**config.mk**
```make
export PLATFORM = sky130hd
export DESIGN_NAME = ahb_mst_arbiter
export DESIGN_NICKNAME = d
export VERILOG_FILES = /design/src/rtl/ahb_pkg.sv /design/src/rtl/ahb_rr_arbiter.sv /design/src/rtl/ahb_mst_arbiter.sv
export SDC_FILE = /design/constraint.sdc
export NUM_CORES = 1
export LEC_CHECK = 0
export ABC_AREA = 1
export CORE_AREA = 4 4 163 165
export CTS_CLUSTER_SIZE = 14
export DETAILED_ROUTE_END_ITERATION = 10
export DIE_AREA = 0 0 167 169
export HOLD_SLACK_MARGIN = 0.05
export PLACE_DENSITY = 0.8
export SLEW_MARGIN = 20
export SYNTH_ARGS = -nofsm -noshare
export SYNTH_HDL_FRONTEND = slang
export SYNTH_HIERARCHICAL = 1
export SYNTH_SLANG_ARGS = --single-unit
```
**constraint.sdc**
```tcl
create_clock -name clk -period 13.47 [get_ports clk]
set_input_delay 1.347 -clock clk [delete_from_list [all_inputs] [get_ports clk]]
set_output_delay 1.347 -clock clk [all_outputs]
set_load 0.05 [all_outputs]
```
**src/rtl/ahb_pkg.sv**
```systemverilog
// rtl/ahb_pkg.sv - AHB encodings and master-port pipeline states
// Purpose: shared types for the AHB master arbiter: htrans/hsize encodings,
//          the SINGLE burst code and the pipeline state derived from slot occupancy.
// Ports:   none (package).
package ahb_pkg;

    typedef enum logic [1:0] {
        HTRANS_IDLE   = 2'b00,
        HTRANS_BUSY   = 2'b01,
        HTRANS_NONSEQ = 2'b10,
        HTRANS_SEQ    = 2'b11
    } htrans_t;

    localparam logic [2:0] HBURST_SINGLE = 3'b000;

    typedef enum logic [2:0] {
        HSIZE_BYTE  = 3'b000,
        HSIZE_HALF  = 3'b001,
        HSIZE_WORD  = 3'b010,
        HSIZE_DWORD = 3'b011
    } hsize_t;

    // Encoded as {data slot valid, addr slot valid} so the state is the occupancy.
    typedef enum logic [1:0] {
        ST_IDLE      = 2'b00,
        ST_ADDR      = 2'b01,
        ST_DATA      = 2'b10,
        ST_ADDR_DATA = 2'b11
    } ahb_state_t;

    function automatic ahb_state_t state_of(input logic a_vld, input logic d_vld);
        return ahb_state_t'({d_vld, a_vld});
    endfunction

endpackage

```
**src/rtl/ahb_rr_arbiter.sv**
```systemverilog
// rtl/ahb_rr_arbiter.sv - round-robin grant with owned pointer
// Purpose: grants one of N requesters, searching from pointer+1 with wrap at N-1.
// Ports:   clk, reset (async active-high), req[N] requests, en grant enable,
//          gnt[N] one-hot grant (0 when disabled or nothing requested).
module ahb_rr_arbiter #(
    parameter int N = 4
) (
    input  logic         clk,
    input  logic         reset,
    input  logic [N-1:0] req,
    input  logic         en,
    output logic [N-1:0] gnt
);

    localparam int PW = (N > 1) ? $clog2(N) : 1;

    logic [PW-1:0] ptr;
    logic [PW-1:0] gnt_idx;
    logic [PW-1:0] idx;
    logic [PW:0]   sum;
    logic          found;

    always_comb begin
        gnt     = '0;
        gnt_idx = ptr;
        found   = 1'b0;
        idx     = '0;
        sum     = '0;
        for (int k = 1; k <= N; k++) begin
            // Manual modulo so non power-of-two N wraps at N-1 -> 0.
            sum = {1'b0, ptr} + (PW+1)'(k);
            if (sum >= (PW+1)'(N)) begin
                sum = sum - (PW+1)'(N);
            end
            idx = sum[PW-1:0];
            if (!found && en && req[idx]) begin
                found    = 1'b1;
                gnt[idx] = 1'b1;
                gnt_idx  = idx;
            end
        end
    end

    always_ff @(posedge clk or posedge reset) begin
        if (reset) begin
            ptr <= '0;
        end else if (found) begin
            ptr <= gnt_idx;
        end
    end

endmodule

```
**src/rtl/ahb_mst_arbiter.sv**
```systemverilog
// rtl/ahb_mst_arbiter.sv - shares one AHB master port among NUM_REQ requesters
// Purpose: round-robin accept of single-transfer commands into a two-stage
//          address/data pipeline driving the AHB master port, with a one-cycle
//          per-requester response pulse.
// Ports:   clk, reset (async active-high);
//          req_valid/req_ready/req_addr/req_write/req_size/req_wdata command channel;
//          rsp_valid/rsp_rdata response;
//          haddr/hwdata/hburst/hsize/hwrite/htrans/hrdata/hready AHB master side.
module ahb_mst_arbiter
    import ahb_pkg::*;
#(
    parameter int AHB_DW  = 32,
    parameter int AHB_AW  = 32,
    parameter int NUM_REQ = 4
) (
    input  logic                      clk,
    input  logic                      reset,
    input  logic [NUM_REQ-1:0]        req_valid,
    output logic [NUM_REQ-1:0]        req_ready,
    input  logic [NUM_REQ*AHB_AW-1:0] req_addr,
    input  logic [NUM_REQ-1:0]        req_write,
    input  logic [NUM_REQ*3-1:0]      req_size,
    input  logic [NUM_REQ*AHB_DW-1:0] req_wdata,
    output logic [NUM_REQ-1:0]        rsp_valid,
    output logic [AHB_DW-1:0]         rsp_rdata,
    output logic [AHB_AW-1:0]         haddr,
    output logic [AHB_DW-1:0]         hwdata,
    output logic [2:0]                hburst,
    output logic [2:0]                hsize,
    output logic                      hwrite,
    output logic [1:0]                htrans,
    input  logic [AHB_DW-1:0]         hrdata,
    input  logic                      hready
);

    localparam int OW = (NUM_REQ > 1) ? $clog2(NUM_REQ) : 1;

    ahb_state_t state, state_next;
    logic a_vld, d_vld;

    logic [OW-1:0]     a_owner, d_owner;
    logic [AHB_AW-1:0] a_addr;
    logic              a_write, d_write;
    logic [2:0]        a_size;
    logic [AHB_DW-1:0] a_wdata, d_wdata;

    logic              load_ok, accept;
    logic [OW-1:0]     sel_owner;
    logic [AHB_AW-1:0] sel_addr;
    logic              sel_write;
    logic [2:0]        sel_size;
    logic [AHB_DW-1:0] sel_wdata;

    // ADDR slot can take a command when empty or when it empties at this edge.
    assign load_ok = ~a_vld | hready;
    assign accept  = |req_ready;

    ahb_rr_arbiter #(.N(NUM_REQ)) u_arb (
        .clk   (clk),
        .reset (reset),
        .req   (req_valid),
        .en    (load_ok & ~reset),
        .gnt   (req_ready)
    );

    always_comb begin
        sel_owner = '0;
        sel_addr  = '0;
        sel_write = 1'b0;
        sel_size  = '0;
        sel_wdata = '0;
        for (int i = 0; i < NUM_REQ; i++) begin
            if (req_ready[i]) begin
                sel_owner = OW'(i);
                sel_addr  = req_addr[i*AHB_AW +: AHB_AW];
                sel_write = req_write[i];
                sel_size  = req_size[i*3 +: 3];
                sel_wdata = req_wdata[i*AHB_DW +: AHB_DW];
            end
        end
    end

    // FSM: state register
    always_ff @(posedge clk or posedge reset) begin
        if (reset) begin
            state <= ST_IDLE;
        end else begin
            state <= state_next;
        end
    end

    // FSM: next state from where each slot's content goes at this edge
    always_comb begin
        state_next = state_of(accept | (a_vld & ~hready), hready ? a_vld : d_vld);
    end

    // FSM: outputs
    always_comb begin
        a_vld  = 1'b0;
        d_vld  = 1'b0;
        case (state)
            ST_ADDR:      a_vld = 1'b1;
            ST_DATA:      d_vld = 1'b1;
            ST_ADDR_DATA: begin
                a_vld = 1'b1;
                d_vld = 1'b1;
            end
            default: ;
        endcase
        htrans = a_vld ? HTRANS_NONSEQ : HTRANS_IDLE;
        hwdata = d_vld ? d_wdata : '0;
    end

    assign haddr  = a_addr;
    assign hsize  = a_size;
    assign hwrite = a_write;
    assign hburst = HBURST_SINGLE;

    always_ff @(posedge clk or posedge reset) begin
        if (reset) begin
            a_owner   <= '0;
            a_addr    <= '0;
            a_write   <= 1'b0;
            a_size    <= '0;
            a_wdata   <= '0;
            d_owner   <= '0;
            d_write   <= 1'b0;
            d_wdata   <= '0;
            rsp_valid <= '0;
            rsp_rdata <= '0;
        end else begin
            if (accept) begin
                a_owner <= sel_owner;
                a_addr  <= sel_addr;
                a_write <= sel_write;
                a_size  <= sel_size;
                a_wdata <= sel_wdata;
            end
            if (hready) begin
                d_owner <= a_owner;
                d_write <= a_write;
                d_wdata <= a_wdata;
            end
            rsp_valid <= '0;
            if (d_vld && hready) begin
                rsp_valid[d_owner] <= 1'b1;
                if (!d_write) begin
                    rsp_rdata <= hrdata;
                end
            end
        end
    end

endmodule

```
==> reports/qor.yml <==
clock_tree:
  insertion_delay_to_the_later_sink_of_the_worst_skew_pair_ps: 420
  clkTransAtPathRegs_ps: 60
  tritoncts: "done"
  cts-buffers-inserted: 17
  cts_hold_buffers: 0
  cts_sinks: 145
  cts_resized: 0
  clock_tree.root_cell: "sky130_fd_sc_hd__clkbuf_16"
  cts.htree.levels: 4
  cts.repair_timing.setup_buffer_count: 0
  cts-root-to-sink-buffers: 2
critical_path:
  cp_data_arrival_time_ps: 4860
  setup.worst_path.start: "hready"
  cp_cell_sequence: "buf_2 > clkinv_1 > a21oi_1 > o21ai_0 > nor2_1 > nand3_1 > nand3_4 > clkdlybuf4s50_1"
  worst_r2r_endpoint: "a_wdata[25]"
  critical-path-top-delay-family: "buffers and inverters"
  worst-endpoint-required_ps: 12120
  reg2reg_setup_slack_ps: 8510
  worstPathMaxFanout: 46
  timing.critical_path.from_type: "input pin"
  path_class: "input pin to primary output"
  setup.worst_path.end_class: "primary output"
  cp.depth: 8
  endpoint_of_the_worst_setup_timing_path: "req_ready[2]"
  reg2reg_depth: 16
  timing.critical_path.slowest_cell_delay_ps: 920
  critical-path-slowest-cell: "sky130_fd_sc_hd__clkdlybuf4s50_1"
  critical_path.n_buffers_inverters: 3
  reg2reg_from: "u_arb/ptr[0]"
min_path:
  hold_path_class: "flop to flop"
floorplan:
  dieArea_sq_um: 28200
  starting_density_of_the_core_pct: 32.5
  die_width_um: 167
  core_sq_um: 25000
  row_count: 58
  floorplan.die.height_um: 169
  design.portCount: 424
place:
  half_perimeter_wire_length_of_the_detailed_placement_result_mm: 23.0
  port_buffers: 419
  gp_congestion: 0.875
power:
  power.total_mw: 3.33
  power_density_nw_per_um2: 256
  ir_worst_vdd_mv: 0.227
  power_leakage_nw: 6.18
global_routing:
  grtUsageTotal_pct: 21.0
  grt_antenna_before_repair: 2
  grt_first_pass_wirelength_mm: 47.8
  vias_in_the_first_global_route: 8979
  globalRouteOverflowTotal: 0
  grt_max_degree: 93
routing:
  detail_route.drc_violations: 0
  drt-pass1-iter-count: 5
  drt-wirelength-per-cell_um: 16.5
  routed-via-count: 9112
  dr_vias_cell: 4.85
  drt_iter0_markers: 692
  finalWirelength_mm: 31.0
  route.antenna.remaining_nets: 0
synthesis:
  synthDominantAreaCellType: "sky130_fd_sc_hd__dfrtp_1"
  synthesis.area_per_instance_sq_um: 6.98
  synth_cells: 1165
  ys_async_sr_fraction_pct: 100
  synth-seq-cells: 145
  syn-cell-area_sq_um: 8140
  synth_ff_type: "sky130_fd_sc_hd__dfrtp_1"
  synth_seq_area_share_pct: 44.6
  synth_edf_count: 0
  synth_area_leaders: "sky130_fd_sc_hd__dfrtp_1 (45%), sky130_fd_sc_hd__nand2_1 (28%), sky130_fd_sc_hd__nand3_1 (5.7%)"
  ys_warn_count: 6
  synth.top_cell.area_share_pct: 44.6
  synth_unique_cells: 30
layout:
  multiInputGateArea_sq_um: 3810
  layout_commonest_cell: "sky130_fd_sc_hd__nand2_1"
  sequential_cell_area_sq_um: 3630
  signed_area_change_from_the_synthesized_netlist_to_the_final_layout_pct: 59.8
  finish.net_count: 1854
  layout.filler_cells: 2373
  drive_gt1_share_pct: 4.65
  final_cell_mix: "sky130_fd_sc_hd__nand2_1 (598), sky130_fd_sc_hd__clkdlybuf4s50_1 (418), sky130_fd_sc_hd__dfrtp_1 (144), sky130_fd_sc_hd__nand3_1 (90), sky130_fd_sc_hd__inv_1 (74)"
sta:
  relSlewSlack_pct: 38.9
  post-route-period-util_pct: 46.1
  fin_worst_skew_ps: 18.1
  max_freq_ghz: 0.161
  finalSetupViolCount: 0
  timing.final.hold_violations: 0
  holdWs_ps: 465
  timing.final.crit_period_ps: 6210
  rsz0062_at_grt: "no"
  tightest_slew_ps: 916
  setup-tns-final_ps: 0
  maxSlewViolCount: 0
flow_run:
  max_cap_viol_count: 0
run_status:
  status: "finished, final reports clean"
layer usage:
metal	routed length, um	global-route usage (%)	vias up
met1	12500	26.2	4204
met4	1060	8.25	0
met5	0	0	-
li1	-	-	4389
met3	2640	5.58	65
met2	14800	34.8	454
Yosys cell counts, types with 6 or more instances:
cell                       instances
sky130_fd_sc_hd__o21ai_0          36
sky130_fd_sc_hd__nor2_1           20
sky130_fd_sc_hd__nand2_2           7
sky130_fd_sc_hd__nand2_1         598
sky130_fd_sc_hd__nand3_1          93
sky130_fd_sc_hd__a21oi_1           7
sky130_fd_sc_hd__nand4_1          67
sky130_fd_sc_hd__buf_6             7
sky130_fd_sc_hd__nand3_2           6
sky130_fd_sc_hd__buf_4            16
sky130_fd_sc_hd__ha_1              7
sky130_fd_sc_hd__inv_1            75
sky130_fd_sc_hd__clkbuf_1         31
sky130_fd_sc_hd__dfrtp_1         145
sky130_fd_sc_hd__buf_2            22
worst min-delay path by stage:
stage                    to  slack [ps]       start  cells past startpoint
2_1_floorplan  rsp_valid[0]         430  d_owner[1]                      1
3_3_place_gp   rsp_valid[0]         440  d_owner[1]                      1
3_5_place_dp   rsp_valid[2]         460  d_owner[0]                      1
4_1_cts        rsp_valid[2]         460  d_owner[0]                      1
5_1_grt        rsp_valid[2]         490  d_owner[0]                      1
6_report       rsp_valid[2]         470  d_owner[0]                      1
logic make-up after synthesis:
kind of cell,count (synthesis),synth area share (%)
AND/OR/NAND/NOR,807,42.2
buffers and inverters,160,9.24
flip-flops,145,44.6
AO/OA/AOI/OAI,45,2.80
adder cells (fa/ha/maj),7,1.08
other,1,0.0461
through the flow:
stage / setup slack (ps) / cell area (sq um) / cells / util [%]
after floorplan: 8290 / 8150 / 1168 / -
after global placement: 7120 / 12400 / 1847 / 49.6
after detailed placement: 6880 / 12400 / 1847 / 49.6
after CTS: 7250 / 13000 / 1878 / 51.9
after global routing: 6840 / 13000 / 1879 / 51.9
final: 7260 / 13000 / 1879 / 51.9
area by class of cell:
| cell class | instances | share of cell area [%] |
|---|---|---|
| antenna | 1 | 0.0193 |
| inverter | 83 | 2.52 |
| clock buffer | 17 | 3.27 |
| sequential | 145 | 27.9 |
| clock inverter | 14 | 1.13 |
| timing repair buffer | 426 | 32.6 |
| multi-input combinational | 863 | 29.3 |
| tap | 330 | 3.18 |
where the power goes:
part / switching [mW] / leakage, nW / internal, mW / total, mW
logic: 1.41 / 4.11 / 0.656 / 2.07
clock network: 0.208 / 0.267 / 0.259 / 0.468
registers: 0.139 / 1.80 / 0.655 / 0.794
registers in the layout, indices dropped and copies added (netlist names), named ones only:
| name | count |
|---|---|
| a_owner | 2 |
| haddr | 32 |
| state | 1 |
| hwrite | 1 |
| d_wdata | 32 |
| d_owner | 2 |
| u_arb/ptr | 2 |
| rsp_valid | 4 |
| d_write | 1 |
| hsize | 3 |
| a_wdata | 32 |
| rsp_rdata | 32 |
Note: power is estimated with default switching activity, not from simulation.
